### src/rtl/nessoc_vga_pkg.sv
// Shared VGA timing constants and pixel types for the NES video output path.
package nessoc_vga_pkg;

   // 640x480@60 horizontal timing, in VGA pixels
   localparam logic [9:0] H_ACTIVE = 10'd640;
   localparam logic [9:0] H_FP     = 10'd16;
   localparam logic [9:0] H_SYNC   = 10'd96;
   localparam logic [9:0] H_BP     = 10'd48;
   localparam logic [9:0] H_TOTAL  = 10'd800;

   // 640x480@60 vertical timing, in lines
   localparam logic [9:0] V_ACTIVE = 10'd480;
   localparam logic [9:0] V_FP     = 10'd10;
   localparam logic [9:0] V_SYNC   = 10'd2;
   localparam logic [9:0] V_BP     = 10'd33;
   localparam logic [9:0] V_TOTAL  = 10'd525;

   // PPU picture geometry and its 2x scaled width on the VGA raster
   localparam int         SRC_W    = 256;
   localparam int         SRC_H    = 240;
   localparam logic [9:0] PIC_W    = 10'd512;

   // Last odd display line that hands over a new source line (2*SRC_H-3)
   localparam logic [9:0] V_LAST_SWAP = 10'd477;

   typedef logic [5:0] nes_idx_t;

   typedef struct packed {
      logic [7:0] r;
      logic [7:0] g;
      logic [7:0] b;
   } rgb24_t;

   // A buffered line is retired after its second display line (odd vcnt),
   // and the first line of a frame is loaded at the end of the last line.
   function automatic logic is_swap_line(input logic [9:0] v);
      return (v[0] && (v <= V_LAST_SWAP)) || (v == V_TOTAL - 10'd1);
   endfunction

endpackage

### src/rtl/nes_palette_rom.sv
// 64-entry NES 2C02 palette index to 24-bit RGB lookup, registered on enable.
import nessoc_vga_pkg::*;

module nes_palette_rom (
   input  logic     clk,
   input  logic     en,
   input  nes_idx_t idx,
   output rgb24_t   rgb
);

   function automatic logic [23:0] pal(input nes_idx_t i);
      logic [23:0] c;
      c = 24'h000000;
      case (i)
         6'h00: c = 24'h7C7C7C; 6'h01: c = 24'h0000FC; 6'h02: c = 24'h0000BC; 6'h03: c = 24'h4428BC;
         6'h04: c = 24'h940084; 6'h05: c = 24'hA80020; 6'h06: c = 24'hA81000; 6'h07: c = 24'h881400;
         6'h08: c = 24'h503000; 6'h09: c = 24'h007800; 6'h0A: c = 24'h006800; 6'h0B: c = 24'h005800;
         6'h0C: c = 24'h004058; 6'h0D: c = 24'h000000; 6'h0E: c = 24'h000000; 6'h0F: c = 24'h000000;
         6'h10: c = 24'hBCBCBC; 6'h11: c = 24'h0078F8; 6'h12: c = 24'h0058F8; 6'h13: c = 24'h6844FC;
         6'h14: c = 24'hD800CC; 6'h15: c = 24'hE40058; 6'h16: c = 24'hF83800; 6'h17: c = 24'hE45C10;
         6'h18: c = 24'hAC7C00; 6'h19: c = 24'h00B800; 6'h1A: c = 24'h00A800; 6'h1B: c = 24'h00A844;
         6'h1C: c = 24'h008888; 6'h1D: c = 24'h000000; 6'h1E: c = 24'h000000; 6'h1F: c = 24'h000000;
         6'h20: c = 24'hF8F8F8; 6'h21: c = 24'h3CBCFC; 6'h22: c = 24'h6888FC; 6'h23: c = 24'h9878F8;
         6'h24: c = 24'hF878F8; 6'h25: c = 24'hF85898; 6'h26: c = 24'hF87858; 6'h27: c = 24'hFCA044;
         6'h28: c = 24'hF8B800; 6'h29: c = 24'hB8F818; 6'h2A: c = 24'h58D854; 6'h2B: c = 24'h58F898;
         6'h2C: c = 24'h00E8D8; 6'h2D: c = 24'h787878; 6'h2E: c = 24'h000000; 6'h2F: c = 24'h000000;
         6'h30: c = 24'hFCFCFC; 6'h31: c = 24'hA4E4FC; 6'h32: c = 24'hB8B8F8; 6'h33: c = 24'hD8B8F8;
         6'h34: c = 24'hF8B8F8; 6'h35: c = 24'hF8A4C0; 6'h36: c = 24'hF0D0B0; 6'h37: c = 24'hFCE0A8;
         6'h38: c = 24'hF8D878; 6'h39: c = 24'hD8F878; 6'h3A: c = 24'hB8F8B8; 6'h3B: c = 24'hB8F8D8;
         6'h3C: c = 24'h00FCFC; 6'h3D: c = 24'hF8D8F8; 6'h3E: c = 24'h000000; 6'h3F: c = 24'h000000;
         default: c = 24'h000000;
      endcase
      return c;
   endfunction

   // Synchronous ROM read; holds its value while the pipeline is stalled
   always_ff @(posedge clk) begin
      if (en) rgb <= rgb24_t'(pal(idx));
   end

endmodule

### src/rtl/ppu_vga_sink.sv
// PPU pixel stream sink: ping-pong line buffers, 2x scaled 256x240 picture
// centred in a 640x480@60 raster, palette lookup and aligned VGA syncs.
import nessoc_vga_pkg::*;

module ppu_vga_sink #(
   parameter int CLK_DIV  = 2,
   parameter int H_BORDER = 64
) (
   input  logic       CLK,
   input  logic       RST,
   input  logic [5:0] VGA_STREAM_DATA,
   input  logic       VGA_STREAM_READY,
   input  logic       VGA_STREAM_SOF,
   output logic       VGA_STREAM_ACCEPT,
   output logic       VGA_HSYNC,
   output logic       VGA_VSYNC,
   output logic       VGA_BLANK_N,
   output logic [7:0] VGA_R,
   output logic [7:0] VGA_G,
   output logic [7:0] VGA_B,
   output logic       FRAME_START,
   output logic       UNDERRUN
);

   localparam int DIV_W = (CLK_DIV > 1) ? $clog2(CLK_DIV) : 1;

   localparam logic [9:0] HB      = 10'(H_BORDER);
   localparam logic [9:0] HS_BEG  = H_ACTIVE + H_FP;
   localparam logic [9:0] HS_END  = H_ACTIVE + H_FP + H_SYNC;
   localparam logic [9:0] VS_BEG  = V_ACTIVE + V_FP;
   localparam logic [9:0] VS_END  = V_ACTIVE + V_FP + V_SYNC;

   // ---------------- timing ----------------
   logic [DIV_W-1:0] div;
   logic             pe;
   logic [9:0]       hcnt, vcnt;
   logic             rst_q;

   assign pe = (div == DIV_W'(CLK_DIV - 1));

   // Pixel-enable divider
   always_ff @(posedge CLK) begin
      if (!RST)    div <= '0;
      else if (pe) div <= '0;
      else         div <= div + 1'b1;
   end

   // Raster counters, advance once per VGA pixel
   always_ff @(posedge CLK) begin
      if (!RST) begin
         hcnt <= '0;
         vcnt <= '0;
      end else if (pe) begin
         if (hcnt == H_TOTAL - 10'd1) begin
            hcnt <= '0;
            vcnt <= (vcnt == V_TOTAL - 10'd1) ? 10'd0 : vcnt + 10'd1;
         end else begin
            hcnt <= hcnt + 10'd1;
         end
      end
   end

   // Delayed reset keeps ACCEPT low for the first cycle out of reset
   always_ff @(posedge CLK) begin
      rst_q <= RST;
   end

   // Frame marker, one CLK wide after the first pixel-enable of a frame
   always_ff @(posedge CLK) begin
      if (!RST) FRAME_START <= 1'b0;
      else      FRAME_START <= pe && (hcnt == 10'd0) && (vcnt == 10'd0);
   end

   // ---------------- write side ----------------
   logic       rd_sel;
   logic       wr_full;
   logic [7:0] wr_ptr;
   logic [7:0] wr_addr;
   logic       xfer;
   logic       swap;

   assign VGA_STREAM_ACCEPT = rst_q & ~wr_full;
   assign xfer    = VGA_STREAM_READY & VGA_STREAM_ACCEPT;
   // SOF resynchronises the writer to the start of the line
   assign wr_addr = VGA_STREAM_SOF ? 8'd0 : wr_ptr;
   assign swap    = pe && (hcnt == H_TOTAL - 10'd1) && is_swap_line(vcnt);

   // Writer pointer, fill state, buffer ownership and underrun flag.
   // A toggling swap only happens with wr_full=1, when no transfer can occur;
   // a failed (underrun) swap leaves the writer running undisturbed.
   always_ff @(posedge CLK) begin
      if (!RST) begin
         wr_ptr   <= '0;
         wr_full  <= 1'b0;
         rd_sel   <= 1'b0;
         UNDERRUN <= 1'b0;
      end else begin
         if (swap) begin
            if (wr_full) begin
               rd_sel  <= ~rd_sel;
               wr_full <= 1'b0;
            end else begin
               UNDERRUN <= 1'b1;
            end
         end
         if (xfer) begin
            wr_ptr <= wr_addr + 8'd1;
            if (wr_addr == 8'd255) wr_full <= 1'b1;
         end
      end
   end

   // ---------------- line buffers ----------------
   logic [5:0] lb0 [0:SRC_W-1];
   logic [5:0] lb1 [0:SRC_W-1];
   logic [5:0] lb0_q, lb1_q;
   logic [7:0] rd_addr;

   assign rd_addr = 8'((hcnt - HB) >> 1);

   // LB0: written while the reader owns LB1
   always_ff @(posedge CLK) begin
      if (xfer && rd_sel) lb0[wr_addr] <= VGA_STREAM_DATA;
      if (pe)             lb0_q <= lb0[rd_addr];
   end

   // LB1: written while the reader owns LB0
   always_ff @(posedge CLK) begin
      if (xfer && !rd_sel) lb1[wr_addr] <= VGA_STREAM_DATA;
      if (pe)              lb1_q <= lb1[rd_addr];
   end

   // ---------------- display pipeline ----------------
   logic   in_pic0, hs0, vs0, bl0;
   logic   in_pic1, hs1, vs1, bl1, sel1;
   logic   in_pic2, hs2, vs2, bl2;
   rgb24_t pix;

   assign in_pic0 = (hcnt >= HB) && (hcnt < HB + PIC_W) && (vcnt < V_ACTIVE);
   assign hs0     = ~((hcnt >= HS_BEG) && (hcnt < HS_END));
   assign vs0     = ~((vcnt >= VS_BEG) && (vcnt < VS_END));
   assign bl0     = (hcnt < H_ACTIVE) && (vcnt < V_ACTIVE);

   // S1: capture flags alongside the line-buffer read
   always_ff @(posedge CLK) begin
      if (!RST) begin
         in_pic1 <= 1'b0;
         hs1     <= 1'b1;
         vs1     <= 1'b1;
         bl1     <= 1'b0;
         sel1    <= 1'b0;
      end else if (pe) begin
         in_pic1 <= in_pic0;
         hs1     <= hs0;
         vs1     <= vs0;
         bl1     <= bl0;
         sel1    <= rd_sel;
      end
   end

   nes_palette_rom u_pal (
      .clk (CLK),
      .en  (pe),
      .idx (sel1 ? lb1_q : lb0_q),
      .rgb (pix)
   );

   // S2: flags aligned with the palette output register
   always_ff @(posedge CLK) begin
      if (!RST) begin
         in_pic2 <= 1'b0;
         hs2     <= 1'b1;
         vs2     <= 1'b1;
         bl2     <= 1'b0;
      end else if (pe) begin
         in_pic2 <= in_pic1;
         hs2     <= hs1;
         vs2     <= vs1;
         bl2     <= bl1;
      end
   end

   assign VGA_HSYNC   = hs2;
   assign VGA_VSYNC   = vs2;
   assign VGA_BLANK_N = bl2;
   assign VGA_R       = in_pic2 ? pix.r : 8'd0;
   assign VGA_G       = in_pic2 ? pix.g : 8'd0;
   assign VGA_B       = in_pic2 ? pix.b : 8'd0;

endmodule
### config.mk
export PLATFORM = sky130hd
export DESIGN_NAME = ppu_vga_sink
export DESIGN_NICKNAME = d
export VERILOG_FILES = /design/src/rtl/nessoc_vga_pkg.sv /design/src/rtl/nes_palette_rom.sv /design/src/rtl/ppu_vga_sink.sv
export SDC_FILE = /design/constraint.sdc
export NUM_CORES = 2
export LEC_CHECK = 0
export CAP_MARGIN = 20
export CELL_PAD_IN_SITES_DETAIL_PLACEMENT = 0
export CELL_PAD_IN_SITES_GLOBAL_PLACEMENT = 1
export CORE_AREA = 2 2 541 543
export DETAILED_ROUTE_END_ITERATION = 10
export DIE_AREA = 0 0 543 545
export PLACE_DENSITY_LB_ADDON = 0.1
export SKIP_CTS_REPAIR_TIMING = 1
export SLEW_MARGIN = 40
export SYNTH_ARGS = -nofsm -noshare
export SYNTH_HDL_FRONTEND = slang
export SYNTH_HIERARCHICAL = 1
export SYNTH_MEMORY_MAX_BITS = 65536
export SYNTH_SLANG_ARGS = --single-unit
export TNS_END_PERCENT = 50
### constraint.sdc
create_clock -name CLK -period 3.6 [get_ports CLK]
set_input_delay 0.9 -clock CLK [delete_from_list [all_inputs] [get_ports CLK]]
set_output_delay 0.9 -clock CLK [all_outputs]
set_load 0.05 [all_outputs]
Yosys cells after proc, flatten, opt, wreduce, memory -nomap -nowiden
Memory sizes are Yosys's and may differ from the RTL's. A register that Yosys moved wholly into a read port is not among the register bits.
Index checks and enable logic that the tools add are counted.

operators by class
  add/sub/neg operators = 5
  mux-type cells = 14
  shift-type cells = 0
  divide/modulo/power cells = 0
  multipliers = 0
  equality and inequality tests = 3
  bitwise logic cells = 7
  magnitude comparators = 9
  reductions and logical operators = 20

operator list
  cell                                                                                  count
  8-bit 2-to-1 mux                                                                      4
  10-bit less-than comparator, second input constant                                    3
  10-bit by 1-bit adder with 10-bit output, second input constant                       2
  10-bit == test, second input constant                                                 2
  10-bit zero test                                                                      2
  10-bit by 9-bit less-than comparator with 1-bit output, second input constant         2
  10-bit 2-to-1 mux                                                                     2
  1-bit logical AND                                                                     12
  10-bit greater-or-equal comparator, second input constant                             1
  10-bit by 7-bit greater-or-equal comparator with 1-bit output, second input constant  1
  10-bit by 9-bit greater-or-equal comparator with 1-bit output, second input constant  1
  10-bit by 9-bit <= comparator with 1-bit output, second input constant                1
  9-bit by 7-bit subtractor with 9-bit output, second input constant                    1
  8-bit by 1-bit adder with 8-bit output, second input constant                         1
  8-bit == test, second input constant                                                  1
  1-bit 2-to-1 mux                                                                      7
  6-bit 2-to-1 mux                                                                      1
  2-bit AND reduction                                                                   3
  1-bit inverter                                                                        5
  1-bit AND                                                                             2
  2-bit OR reduction                                                                    1
  1-bit adder, second input constant                                                    1
  1-bit zero test                                                                       1
  1-bit logical OR                                                                      1

word-level totals
  bits in latches = 0
  memory bits (read-only) = 1152
  bits in registers = 67
  memories = 3
  input bits = 10
  word-level logic and storage cells = 82
  output and inout bits = 30
  memory bits (writable) = 3072

memory list
  memory            depth  width  read ports  clocked after memory_dff  wr ports  line                   source
  lb0               256    6      1           1                         1         ppu_vga_sink.sv:114    logic [5:0] lb0 [0:SRC_W-1];
  lb1               256    6      1           1                         1         ppu_vga_sink.sv:115    logic [5:0] lb1 [0:SRC_W-1];
  (name not given)  64     18     1           1                         0         nes_palette_rom.sv:14  case (i)

Logic depth before layout (Yosys ltp)
  word-level depth = 7
  depth in mapped cells = 11
  depth with buffers taken out = 8

Cells and area by module
Netlist, hierarchy kept.

by module, submodules not included
  module           instances  area an instance (µm²)  sequential area each (µm²)  cells each
  ppu_vga_sink     1          122254.8                93469.6                     5810
  nes_palette_rom  1          2003.2                  540.5                       238

Least setup slack after synthesis
OpenSTA, ideal clock, no wires.

  path kind = in2reg
  from = input port VGA_STREAM_SOF
  to = memory lb1[255][0], enable pin
  data required time = 3.214 ns
  cell stages on the path = 6
  buffers on the path = 1
  library setup time = 0.386 ns
  arrival = 2.707 ns
  path slack = 0.507 ns
  cells stage by stage = clkbuf_1 -> nor2b_1 -> ha_1 -> nor2b_1 -> nand2_1 -> nor4_1

on the way
  cells in the longest elaborated chain, start to end = 1

ends and longest elaborated chain
  element           line                 source
  start, declared   ppu_vga_sink.sv:13   input logic VGA_STREAM_SOF,
  8-bit 2-to-1 mux  ppu_vga_sink.sv:85   assign wr_addr = VGA_STREAM_SOF ? 8'd0 : wr_ptr;
  end, declared     ppu_vga_sink.sv:115

Every way passes these cells.

Final worst setup path
  from = register hcnt[2]
  to = register lb1_q[4] (read register of lb1) (data pin)

on the way
  cells in the longest elaborated chain, start to end = 1

ends and longest elaborated chain
  element                                      line                 source
  start, declared                              ppu_vga_sink.sv:36   logic [9:0] hcnt, vcnt;
  start signal, assigned                       ppu_vga_sink.sv:58   hcnt <= hcnt + 10'd1;
  9-bit by 7-bit subtractor with 9-bit output  ppu_vga_sink.sv:119  assign rd_addr = 8'((hcnt - HB) >> 1);
  end, declared                                ppu_vga_sink.sv:116  logic [5:0] lb0_q, lb1_q;

Every way passes these cells.
A chain may end at the register's enable or synchronous reset.

==> impl_metrics.ini <==
[clock_tree]
cts-root-buf = clkbuf_16
clock-sinks = 3145
clock_latency_ns = 0.94
cts_buffers = 336
path_clk_slew_ns = 0.06
cts_buffer_depth = 4
h-tree-depth = 5
cts_tree = built

[place]
port_buffers = 33
place_congestion = 0.829
dp_hpwl_um = 227000
post_dp_cell_area_mm2 = 0.137
dp_cells = 10600

[floorplan]
core_mm2 = 0.290
start_util_pct = 42.8
pin_count = 40
rows = 198
die_w_um = 543
die_area_mm2 = 0.296
die_h_um = 545

[sta]
hold_ws_ns = 0.406
fin_setup_tns_ns = 0
relSlewSlack_pct = 42.8
rsz0062_at_grt = false
hold_violations = 0
finalSetupViolations = 0
fmax_mhz = 288
skew_ns = 0.0506
worst_pin_slew_ns = 0.854
min_period_ns = 3.48
drv_slew = 0
period_share_pct = 96.5

[route]
route.detailed.drc = 0
wl_met2_um = 170000
drtPass1Iterations = 5
vias = 63400
vias_per_cell = 5.68
drt-total-wl_um = 352000
antenna_left = 0
drtIter0Drc = 6677
avgRoutedWirePerCell_um = 31.5
top_layer = met5
dr_wl_met3_um = 20700
m1WireLength_um = 153000

[critical_path]
cp.depth = 9
cp_top_family = compound AO/OA/AOI/OAI gates
max_stage_delay_ns = 0.70
worstSetupEndpoint = lb1_q[4]$_DFFE_PP_
critPathRequiredTime_ns = 4.24
worst_setup_path_start_kind = register
rr_endpoint = lb1_q[4]$_DFFE_PP_
crit_start = hcnt[2]$_SDFFE_PN0P_
path_buf_inv = 3
end_kind = register
cp.arrival_ns = 4.12
crit_path_max_fanout = 40
critPathKind = reg -> reg
rr_startpoint = hcnt[2]$_SDFFE_PN0P_
cpMaxStageDelayCell = dfxtp_4
rr_worst_depth = 9
crit_path_cell_trace = buf_16 > buf_12 > mux4_2 > mux2i_1 > o22ai_1 > a2111oi_1 > buf_4 > nor3_1 > o21a_1
reg2reg_slack_ns = 0.12

[synthesis]
synth_top_area_share_pct = 75.0
async_flop_share_pct = 0
synth-main-ff-cell = edfxtp_1
syn-mean-instance-area_um2 = 20.5
synthAdderAreaFrac_pct = 0.271
synth_area_leaders = edfxtp_1, mux4_2, mux2i_1
synth.top_cells.by_count = edfxtp_1, mux4_2, nor2_1
yosys.cell_count.top_type = edfxtp_1
synthMuxAreaShare_pct = 16.4
syn_area_mm2 = 0.124
yosysSeqAreaShare_pct = 75.7
syn_inst = 6048
yosys.area_share.simple_pct = 3.26
yosys_warnings = 24
synth_compound_area_share_pct = 2.51
synth_seq_cells = 3145
yosysTopAreaCell = edfxtp_1
synth_top_family_by_area = multiplexers
ys_types = 78
synth_edf_count = 3102
synth-xor-area-share_pct = 0.141

[finish]
fin_cells = 11200
fillers = 23300
fin_util_pct = 50.9
regArea_mm2 = 0.0940
postLayoutCellArea_mm2 = 0.148
nets = 7028
syn2layout_area_growth_pct = 18.9
drive_above_1_share_pct = 32.0
multi_input_area_mm2 = 0.0284

[global_routing]
grt_max_degree = 114
grt-ovfl-total = 0
grt_pass1_wl_um = 499000
grt_antenna_before_repair = 17
grt_pass1_vias = 65200
grt_use_total_pct = 23.9

[run]
maxCapViolCount = 0

[pwr]
p_per_area_mw_per_mm2 = 520
peakVddDrop_v = 0.000388
p_leak_nw = 47.9

[outcome]
status = finished clean

[worst_hold_path]
hp-class = in -> reg
[logic make-up after synthesis]
kind of cell,Yosys count
XOR/XNOR,20
buffers and inverters,419
AO/OA/AOI/OAI,441
other,1
multiplexers,1065
adder cells (fa/ha/maj),27
flip-flops,3145
AND/OR/NAND/NOR,930
[where the power goes]
part / internal [mW] / switching (mW) / leakage, nW
clock: 20.0 / 14.3 / 5.29
combinational: 0.853 / 1.43 / 14.3
sequential: 40.2 / 0.0147 / 28.2
total: 61.1 / 15.7 / 47.9
[worst min path at each step]
stage                       start                     to  slack, ns  cells past startpoint
2_1_floorplan    vs1$_SDFFE_PN1P_       vs1$_SDFFE_PN1P_       0.42                      2
3_3_place_gp     vs1$_SDFFE_PN1P_       vs1$_SDFFE_PN1P_       0.45                      2
3_5_place_dp     vs1$_SDFFE_PN1P_       vs1$_SDFFE_PN1P_       0.45                      2
4_1_cts        VGA_STREAM_DATA[2]  lb0[140][2]$_DFFE_PP_       0.36                      1
5_1_grt        VGA_STREAM_DATA[2]  lb0[130][2]$_DFFE_PP_       0.37                      1
6_report       VGA_STREAM_DATA[2]  lb0[140][2]$_DFFE_PP_       0.41                      1
[cell type report]
cell class,count,area share (%)
Tap cell,3900,3.30
Multi-Input combinational cell,2489,19.2
Sequential cell,3145,63.6
Inverter,23,0.0669
Timing Repair Buffer,997,6.42
Clock buffer,413,6.09
Clock inverter,197,1.30
Antenna cell,2,0.00339
[sequential cells by signal, indices dropped and copies added (netlist names), 6 cells and up]
signal,count
lb1,1536
lb0_q,6
wr_ptr,8
lb1_q,6
lb0,1536
u_pal/rgb,18
hcnt,10
vcnt,10
[per-stage QoR]
| stage | setup WS, ns | power [mW] |
|---|---|---|
| floorplan | 0.507 | 42.1 |
| global placement | -0.313 | 43.3 |
| detailed placement | -0.225 | 43.3 |
| CTS | -0.140 | 77.5 |
| global route | 0.0667 | 79.0 |
| finish | 0.124 | 76.8 |
[layer usage]
metal / GRT usage [%] / up-vias
li1: - / 26900
met3: 3.21 / 444
met1: 34.4 / 34000
met5: 0 / -
met2: 38.8 / 2098
met4: 5.40 / 4
[cells in the final DEF, fill, tap and decap left out, drive strengths merged, types with 32 or more instances in the layout]
cell and instances:
a21oi 50, mux4 778, clkbuf 413, o21ai 46
dfxtp 43, a22oi 61, nor2b 38, nand3 46
inv 35, o211ai 34, nor2 560, o221ai 59
edfxtp 3102, mux2i 255, o22ai 95, and2 39
mux2 32, nand2 131, nor3 35, buf 970
clkinv 140
Note: power is estimated with default switching activity, not from simulation.
